<file path="src/rtl/decode_cycle_pkg.sv">
// Shared decode definitions for the RV32I subset: opcodes, ALU control and immediate-format codes.
// The execute stage imports the same package, so the encodings stay consistent across stages.
package decode_cycle_pkg;

  localparam logic [6:0] OP_LW  = 7'b0000011;
  localparam logic [6:0] OP_SW  = 7'b0100011;
  localparam logic [6:0] OP_R   = 7'b0110011;
  localparam logic [6:0] OP_I   = 7'b0010011;
  localparam logic [6:0] OP_BEQ = 7'b1100011;

  typedef enum logic [2:0] {
    ALU_ADD = 3'b000,
    ALU_SUB = 3'b001,
    ALU_AND = 3'b010,
    ALU_OR  = 3'b011,
    ALU_SLT = 3'b101
  } alu_ctrl_e;

  typedef enum logic [1:0] {
    IMM_I    = 2'b00,
    IMM_S    = 2'b01,
    IMM_B    = 2'b10,
    IMM_NONE = 2'b11
  } imm_src_e;

  typedef struct packed {
    logic       reg_write;
    imm_src_e   imm_src;
    logic       alu_src;
    logic       mem_write;
    logic       result_src;
    logic       branch;
    logic [1:0] alu_op;
  } ctrl_t;

endpackage

</file>
<file path="src/rtl/decode_cycle_register_file.sv">
// 32-entry register file: two combinational read ports and one write port.
// x0 is hardwired to zero, and a same-cycle writeback is forwarded to the read ports.
module register_file #(
  parameter int DATA_W = 32,
  parameter int NREGS  = 32,
  localparam int AW    = $clog2(NREGS)
) (
  input  logic              clk,
  input  logic              rst,
  input  logic              we,
  input  logic [AW-1:0]     wa,
  input  logic [DATA_W-1:0] wd,
  input  logic [AW-1:0]     ra1,
  input  logic [AW-1:0]     ra2,
  output logic [DATA_W-1:0] rd1,
  output logic [DATA_W-1:0] rd2
);

  logic [DATA_W-1:0] mem [NREGS];
  logic              wr_live;

  assign wr_live = we && (wa != '0);

  // NOTE: the array is reset explicitly because every register must read 0 after reset;
  // this rules out a RAM macro, which is acceptable at this size.
  always_ff @(posedge clk or negedge rst) begin
    if (!rst) begin
      for (int i = 0; i < NREGS; i++) mem[i] <= '0;
    end else if (wr_live) begin
      mem[wa] <= wd;
    end
  end

  // The bypass is gated by reset so that the read ports also see zeros while reset is held.
  always_comb begin
    rd1 = '0;
    rd2 = '0;
    if (rst) begin
      if (wr_live && wa == ra1)  rd1 = wd;
      else if (ra1 != '0)        rd1 = mem[ra1];
      if (wr_live && wa == ra2)  rd2 = wd;
      else if (ra2 != '0)        rd2 = mem[ra2];
    end
  end

endmodule

</file>
<file path="src/rtl/decode_cycle.sv">
// Decode stage: main decoder, ALU decoder, immediate generator and the D/E pipeline register.
// It also hosts the register file, whose write port is driven from writeback.
module decode_cycle
  import decode_cycle_pkg::*;
#(
  parameter int DATA_W = 32,
  parameter int NREGS  = 32,
  localparam int AW    = $clog2(NREGS)
) (
  input  logic              clk,
  input  logic              rst,
  input  logic [31:0]       InstrD,
  input  logic [DATA_W-1:0] PCD,
  input  logic [DATA_W-1:0] PCPlus4D,
  input  logic              RegWriteW,
  input  logic [AW-1:0]     RDW,
  input  logic [DATA_W-1:0] ResultW,
  input  logic              FlushE,
  output logic              RegWriteE,
  output logic              ALUSrcE,
  output logic              MemWriteE,
  output logic              ResultSrcE,
  output logic              BranchE,
  output logic [2:0]        ALUControlE,
  output logic [DATA_W-1:0] RD1_E,
  output logic [DATA_W-1:0] RD2_E,
  output logic [DATA_W-1:0] Imm_Ext_E,
  output logic [AW-1:0]     RD_E,
  output logic [AW-1:0]     RS1_E,
  output logic [AW-1:0]     RS2_E,
  output logic [DATA_W-1:0] PCE,
  output logic [DATA_W-1:0] PCPlus4E
);

  logic [6:0]        op;
  logic [2:0]        funct3;
  logic              funct7b5;
  logic [AW-1:0]     rd, rs1, rs2;
  ctrl_t             ctrl;
  alu_ctrl_e         alu_ctrl;
  logic [DATA_W-1:0] imm_ext;
  logic [DATA_W-1:0] rd1, rd2;

  assign op       = InstrD[6:0];
  assign rd       = InstrD[11:7];
  assign funct3   = InstrD[14:12];
  assign rs1      = InstrD[19:15];
  assign rs2      = InstrD[24:20];
  assign funct7b5 = InstrD[30];

  register_file #(.DATA_W(DATA_W), .NREGS(NREGS)) u_register_file (
    .clk (clk),
    .rst (rst),
    .we  (RegWriteW),
    .wa  (RDW),
    .wd  (ResultW),
    .ra1 (rs1),
    .ra2 (rs2),
    .rd1 (rd1),
    .rd2 (rd2)
  );

  // NOTE: every always_comb output gets a default first, so no path can infer a latch.
  always_comb begin
    ctrl = '0;
    unique case (op)
      OP_LW:   ctrl = '{1'b1, IMM_I, 1'b1, 1'b0, 1'b1, 1'b0, 2'b00};
      OP_SW:   ctrl = '{1'b0, IMM_S, 1'b1, 1'b1, 1'b0, 1'b0, 2'b00};
      OP_R:    ctrl = '{1'b1, IMM_I, 1'b0, 1'b0, 1'b0, 1'b0, 2'b10};
      OP_I:    ctrl = '{1'b1, IMM_I, 1'b1, 1'b0, 1'b0, 1'b0, 2'b10};
      OP_BEQ:  ctrl = '{1'b0, IMM_B, 1'b0, 1'b0, 1'b0, 1'b1, 2'b01};
      default: ctrl = '0;
    endcase
  end

  always_comb begin
    alu_ctrl = ALU_ADD;
    case (ctrl.alu_op)
      2'b01: alu_ctrl = ALU_SUB;
      2'b10: begin
        case (funct3)
          3'b000:  alu_ctrl = (op[5] && funct7b5) ? ALU_SUB : ALU_ADD;
          3'b010:  alu_ctrl = ALU_SLT;
          3'b110:  alu_ctrl = ALU_OR;
          3'b111:  alu_ctrl = ALU_AND;
          default: alu_ctrl = ALU_ADD;
        endcase
      end
      default: alu_ctrl = ALU_ADD;
    endcase
  end

  always_comb begin
    imm_ext = '0;
    case (ctrl.imm_src)
      IMM_I:   imm_ext = {{(DATA_W-12){InstrD[31]}}, InstrD[31:20]};
      IMM_S:   imm_ext = {{(DATA_W-12){InstrD[31]}}, InstrD[31:25], InstrD[11:7]};
      IMM_B:   imm_ext = {{(DATA_W-12){InstrD[31]}}, InstrD[7], InstrD[30:25], InstrD[11:8], 1'b0};
      default: imm_ext = '0;
    endcase
  end

  // NOTE: pipeline state uses non-blocking assignments so every register samples pre-edge values.
  always_ff @(posedge clk or negedge rst) begin
    if (!rst) begin
      RegWriteE   <= 1'b0;
      ALUSrcE     <= 1'b0;
      MemWriteE   <= 1'b0;
      ResultSrcE  <= 1'b0;
      BranchE     <= 1'b0;
      ALUControlE <= '0;
      RD1_E       <= '0;
      RD2_E       <= '0;
      Imm_Ext_E   <= '0;
      RD_E        <= '0;
      RS1_E       <= '0;
      RS2_E       <= '0;
      PCE         <= '0;
      PCPlus4E    <= '0;
    end else begin
      // A flush only has to kill the side-effecting controls; the data fields are don't-care.
      RegWriteE   <= ctrl.reg_write  && !FlushE;
      ALUSrcE     <= ctrl.alu_src    && !FlushE;
      MemWriteE   <= ctrl.mem_write  && !FlushE;
      ResultSrcE  <= ctrl.result_src && !FlushE;
      BranchE     <= ctrl.branch     && !FlushE;
      ALUControlE <= FlushE ? 3'b000 : alu_ctrl;
      RD1_E       <= rd1;
      RD2_E       <= rd2;
      Imm_Ext_E   <= imm_ext;
      RD_E        <= rd;
      RS1_E       <= rs1;
      RS2_E       <= rs2;
      PCE         <= PCD;
      PCPlus4E    <= PCPlus4D;
    end
  end

endmodule

</file>
<file path="config.mk">
export PLATFORM = sky130hd
export DESIGN_NAME = decode_cycle
export DESIGN_NICKNAME = d
export VERILOG_FILES = /design/src/rtl/decode_cycle_pkg.sv /design/src/rtl/decode_cycle_register_file.sv /design/src/rtl/decode_cycle.sv
export SDC_FILE = /design/constraint.sdc
export NUM_CORES = 2
export LEC_CHECK = 0
export BUFFER_PORTS_ARGS = -buffer_cell sky130_fd_sc_hd__buf_2
export CORE_MARGIN = 2
export CORE_UTILIZATION = 52
export DETAILED_ROUTE_END_ITERATION = 16
export PLACE_DENSITY = 0.73
export SYNTH_ARGS = -nofsm -noshare
export SYNTH_HDL_FRONTEND = slang
export SYNTH_SLANG_ARGS = --single-unit
</file>
<file path="constraint.sdc">
create_clock -name clk -period 2.5 [get_ports clk]
set_input_delay 0.375 -clock clk [delete_from_list [all_inputs] [get_ports clk]]
set_output_delay 0.375 -clock clk [all_outputs]
set_load 0.01 [all_outputs]
</file>
==> reports/qor.csv <==
stage,metric,value,unit
placement,number of buffer cells added on primary ports,319,
die,area of the die,0.117,mm^2
hold_path,WHS Path Cells,2,
global_route,initial antenna violation count,21,
logic_synthesis,most instantiated flip-flop cell in the synthesis netlist,sky130_fd_sc_hd__dfrtp_1,
placement,dpl hpwl,116000,um
clock_tree,Clock Tree Buf Depth,3,
logic_synthesis,synthesized netlist net count,4194,
logic_synthesis,Yosys top cell by area,sky130_fd_sc_hd__dfrtp_1,
route,Routed Antenna Nets,0,
global_route,wire length of the first global-routing pass,280000,um
finish,signed area change from the synthesized netlist to the final layout,17.0,%
clock_tree,clock latency of the later-clocked register in the worst-skew pair,0.75,ns
finish,Final Core Density,0.611,
logic_synthesis,count of yosys warnings during synthesis,0,
route,total number of vias,40562,
logic_synthesis,Netlist Area Pre-Place,0.0595,mm^2
route,via/cell ratio,6.77,
die,core area,0.114,mm^2
hold_path,class of the tightest hold or removal check,in -> reg,
sta,Setup Total Neg Slack,0,ns
clock_tree,TritonCTS clock tree,built,
logic_synthesis,top cell type's share of synthesized area,0.500,
logic_synthesis,distinct cell type count of the synthesized netlist,47,
logic_synthesis,Post-Syn Instances,4055,
global_route,overflow left after global routing,0,
finish,fraction of final layout cells with drive strength greater than 1,0.540,
logic_synthesis,largest cells by area after synthesis,"sky130_fd_sc_hd__dfrtp_1 (50%), sky130_fd_sc_hd__mux2_2 (22%), sky130_fd_sc_hd__mux4_2 (16%)",
global_route,via count of the first global-routing pass,41920,
worst_setup_path,cells along the critical path,dlygate4sd3_1 -> buf_8 -> xnor2_1 -> nand3_1 -> nor4_2 -> buf_4 -> buf_4 -> nand2_1 -> nand3_1,
die,# rows,124,
worst_setup_path,worst stage delay on the critical path,0.56,ns
worst_setup_path,sort of element at the start of the critical path,input pin,
sta,Setup-failing EPs final,0,
worst_setup_path,endpoint kind of the worst setup timing path,flop,
logic_synthesis,number of enable-type register cells in the synthesized netlist,0,
sta,share of the cycle needed by the critical path after routing,0.890,
logic_synthesis,post-synthesis area per instance,14.7,um^2
finish,"Cell Count, Final, Fillers Out",5990,
sta,maximum clock frequency,450,MHz
placement,placer congestion estimate,0.867,
run,count of max-cap constraint violations,0,
die,initial standard-cell utilization of the core,0.522,
route,DR DRC count,0,
worst_setup_path,CP Max Fanout,23,
power,Max VDD drop,662,uV
worst_setup_path,kind of cell adding the most delay to the critical path,buffers and inverters,
clock_tree,number of gates resized after CTS,0,
finish,final design area excluding fillers,0.0696,mm^2
worst_setup_path,CP Data Required Time,3.16,ns
sta,Max Slew Vio Count,0,
clock_tree,clock buffers created by TritonCTS,131,
worst_setup_path,path depth of the worst reg2reg path,5,
die,I/O pin count,320,
worst_setup_path,Worst Path Buf+Inv,4,
clock_tree,CTS Root Buffer Type,sky130_fd_sc_hd__clkbuf_16,
global_route,pin count of the biggest net entering global routing,166,
clock_tree,number of buffers inserted to repair setup after CTS,0,
status,run status,"complete, no violations",
die,horizontal die dimension,342,um
clock_tree,cts-stage hold buffer count,91,
power,static leakage,30.8,nW
global_route,total routing usage reported by global routing,0.325,
sta,"Min Clock Period, post-route",2.22,ns
sta,count of endpoints failing hold in the final timing report,0,
power,Power Dens Cells,797,mW/mm^2
logic_synthesis,Async SR Flop Fraction,1.00,
worst_setup_path,kind of critical path,in -> reg,
route,DR pass1 iterations,6,
die,die extent in y,342,um
logic_synthesis,ranking of synthesized cells by instance count,"sky130_fd_sc_hd__dfrtp_1 (1188), sky130_fd_sc_hd__mux2_2 (1152), sky130_fd_sc_hd__mux4_2 (416)",
sta,Max Clock Skew,0.0226,ns
clock_tree,# H-tree levels,4,
placement,dpl cells,5657,
finish,"Net count, final",4508,
logic_synthesis,proportion of synthesized chip area in sequential cells,0.500,
sta,setup repair after global routing missed its margin,no,
worst_setup_path,Worst EP arrival,2.88,ns
worst_setup_path,number of logic stages on the critical path including buffering,9,
sta,Slew headroom,0.344,
sta,slew of the pin with the lowest slew margin,0.984,ns
route,initial drt markers,4561,
logic_synthesis,number of storage elements in the synthesis netlist,1188,
placement,placement-stage cell area,0.0642,mm^2
clock_tree,CTS clock-pin slew for the worst setup and hold paths,0.06,ns
clock_tree,count of clock tree sinks,1188,
route,final WL,189000,um
logic_synthesis,most common cell in the synthesized netlist,sky130_fd_sc_hd__dfrtp_1,
route,average routed wire per standard cell,31.6,um
worst_setup_path,slowest cell on the critical path,sky130_fd_sc_hd__dlygate4sd3_1,
## layout by cell type, fill, tap and decap left out, types with 4 or more instances in the layout
cell / instances
sky130_fd_sc_hd__clkbuf_1: 30
sky130_fd_sc_hd__nand3_1: 36
sky130_fd_sc_hd__buf_12: 98
sky130_fd_sc_hd__dfrtp_1: 1188
sky130_fd_sc_hd__mux4_2: 416
sky130_fd_sc_hd__o21ai_0: 99
sky130_fd_sc_hd__nor2_4: 13
sky130_fd_sc_hd__dlygate4sd3_1: 91
sky130_fd_sc_hd__nor3b_1: 4
sky130_fd_sc_hd__a22oi_1: 95
sky130_fd_sc_hd__or2_2: 36
sky130_fd_sc_hd__a21oi_1: 33
sky130_fd_sc_hd__inv_1: 6
sky130_fd_sc_hd__buf_8: 4
sky130_fd_sc_hd__o22ai_1: 96
sky130_fd_sc_hd__clkinv_2: 13
sky130_fd_sc_hd__mux2i_1: 96
sky130_fd_sc_hd__inv_6: 7
sky130_fd_sc_hd__bufinv_16: 8
sky130_fd_sc_hd__nor3_1: 4
sky130_fd_sc_hd__nand2b_2: 5
sky130_fd_sc_hd__nand2_1: 111
sky130_fd_sc_hd__o211ai_1: 32
sky130_fd_sc_hd__buf_2: 311
sky130_fd_sc_hd__clkinvlp_4: 4
sky130_fd_sc_hd__mux2_2: 1152
sky130_fd_sc_hd__nor2_1: 7
sky130_fd_sc_hd__clkbuf_8: 32
sky130_fd_sc_hd__a21o_1: 31
sky130_fd_sc_hd__or4_1: 32
sky130_fd_sc_hd__buf_4: 144
sky130_fd_sc_hd__diode_2: 9
sky130_fd_sc_hd__clkbuf_16: 136
sky130_fd_sc_hd__xnor2_1: 10
sky130_fd_sc_hd__nand3b_1: 4
sky130_fd_sc_hd__o221ai_1: 32
sky130_fd_sc_hd__nand2_2: 16
## path summary, 6_finish.rpt
kind                                                        from                                    end  slack, ns
max in group asynchronous                                    rst   u_register_file.mem[419]$_DFFE_PN0P_       0.84
min in group asynchronous                                    rst    u_register_file.mem[52]$_DFFE_PN0P_       0.08
max reg2reg                  u_register_file.mem[12]$_DFFE_PN0P_                    RD1_E[12]$_DFF_PN0_       0.66
min reg2reg                u_register_file.mem[1014]$_DFFE_PN0P_  u_register_file.mem[1014]$_DFFE_PN0P_       0.39
max                                                   InstrD[16]                     RD1_E[2]$_DFF_PN0_       0.28
min                                                   InstrD[20]                     RS2_E[0]$_DFF_PN0_       0.06
## per-layer routing
layer / GRT usage / wire (um) / up-vias
li1: - / - / 16079
met1: 0.446 / 73900 / 21621
met2: 0.496 / 87800 / 2361
met3: 0.0842 / 19900 / 489
met4: 0.139 / 7700 / 12
met5: 0 / 82 / -
## worst reg2reg max path, delay by kind of cell (launching register included)
kind | cells | cell delay (ns)
mux | 1 | 0.47
simple gates | 2 | 0.37
compound gates | 2 | 0.41
flops | 1 | 0.39
## per-stage QoR
step	total power, mW	hold slack (ns)	worst slack (ns)
floorplan	31.9	0.0794	0.382
global placement	35.1	0.222	0.0601
detailed placement	35.5	0.222	0.0303
CTS	55.4	0.0427	0.343
global route	57.5	0.0583	0.120
finish	55.4	0.0596	0.275
## logic make-up (layout without fill, tap and decap cells)
| family | count (synthesis) | count (layout) | synth area share |
|---|---|---|---|
| muxes | 1665 | 1665 | 0.392 |
| DFF | 1188 | 1188 | 0.500 |
| buffers and inverters | 474 | 888 | 0.0344 |
| AOI/OAI and AO/OA | 427 | 427 | 0.0471 |
| and+or+nand+nor | 289 | 289 | 0.0247 |
| xor gates and xnor gates | 10 | 10 | 0.00147 |
| adders and majority gates | 2 | 2 | 0.000421 |
| other | 0 | 9 | 0 |
## sequential cells by signal (all words and copies together) (netlist names)
name,cells
ALUControlE,3
RegWriteE,1
RD1_E,32
RD_E,5
ALUSrcE,1
RD2_E,32
ResultSrcE,1
u_register_file.mem,1024
RS1_E,5
RS2_E,5
PCPlus4E,32
PCE,32
Imm_Ext_E,13
MemWriteE,1
BranchE,1
## where the power goes
part           leakage, nW  switching (mW)  internal [mW]
clock                 2.16            8.09           11.8
sequential            15.2            2.66           22.6
combinational         13.5            4.16           6.21
## layout make-up
type / count / area [um^2]
Antenna cell: 9 / 22.5
Clock buffer: 197 / 3940
Clock inverter: 36 / 462
Fill cell: 8543 / 44300
Inverter: 6 / 22.5
Multi-Input combinational cell: 2393 / 27900
Sequential cell: 1188 / 29700
Tap cell: 1512 / 1890
Timing Repair Buffer: 649 / 5580
Note: power is estimated with default switching activity, not from simulation.
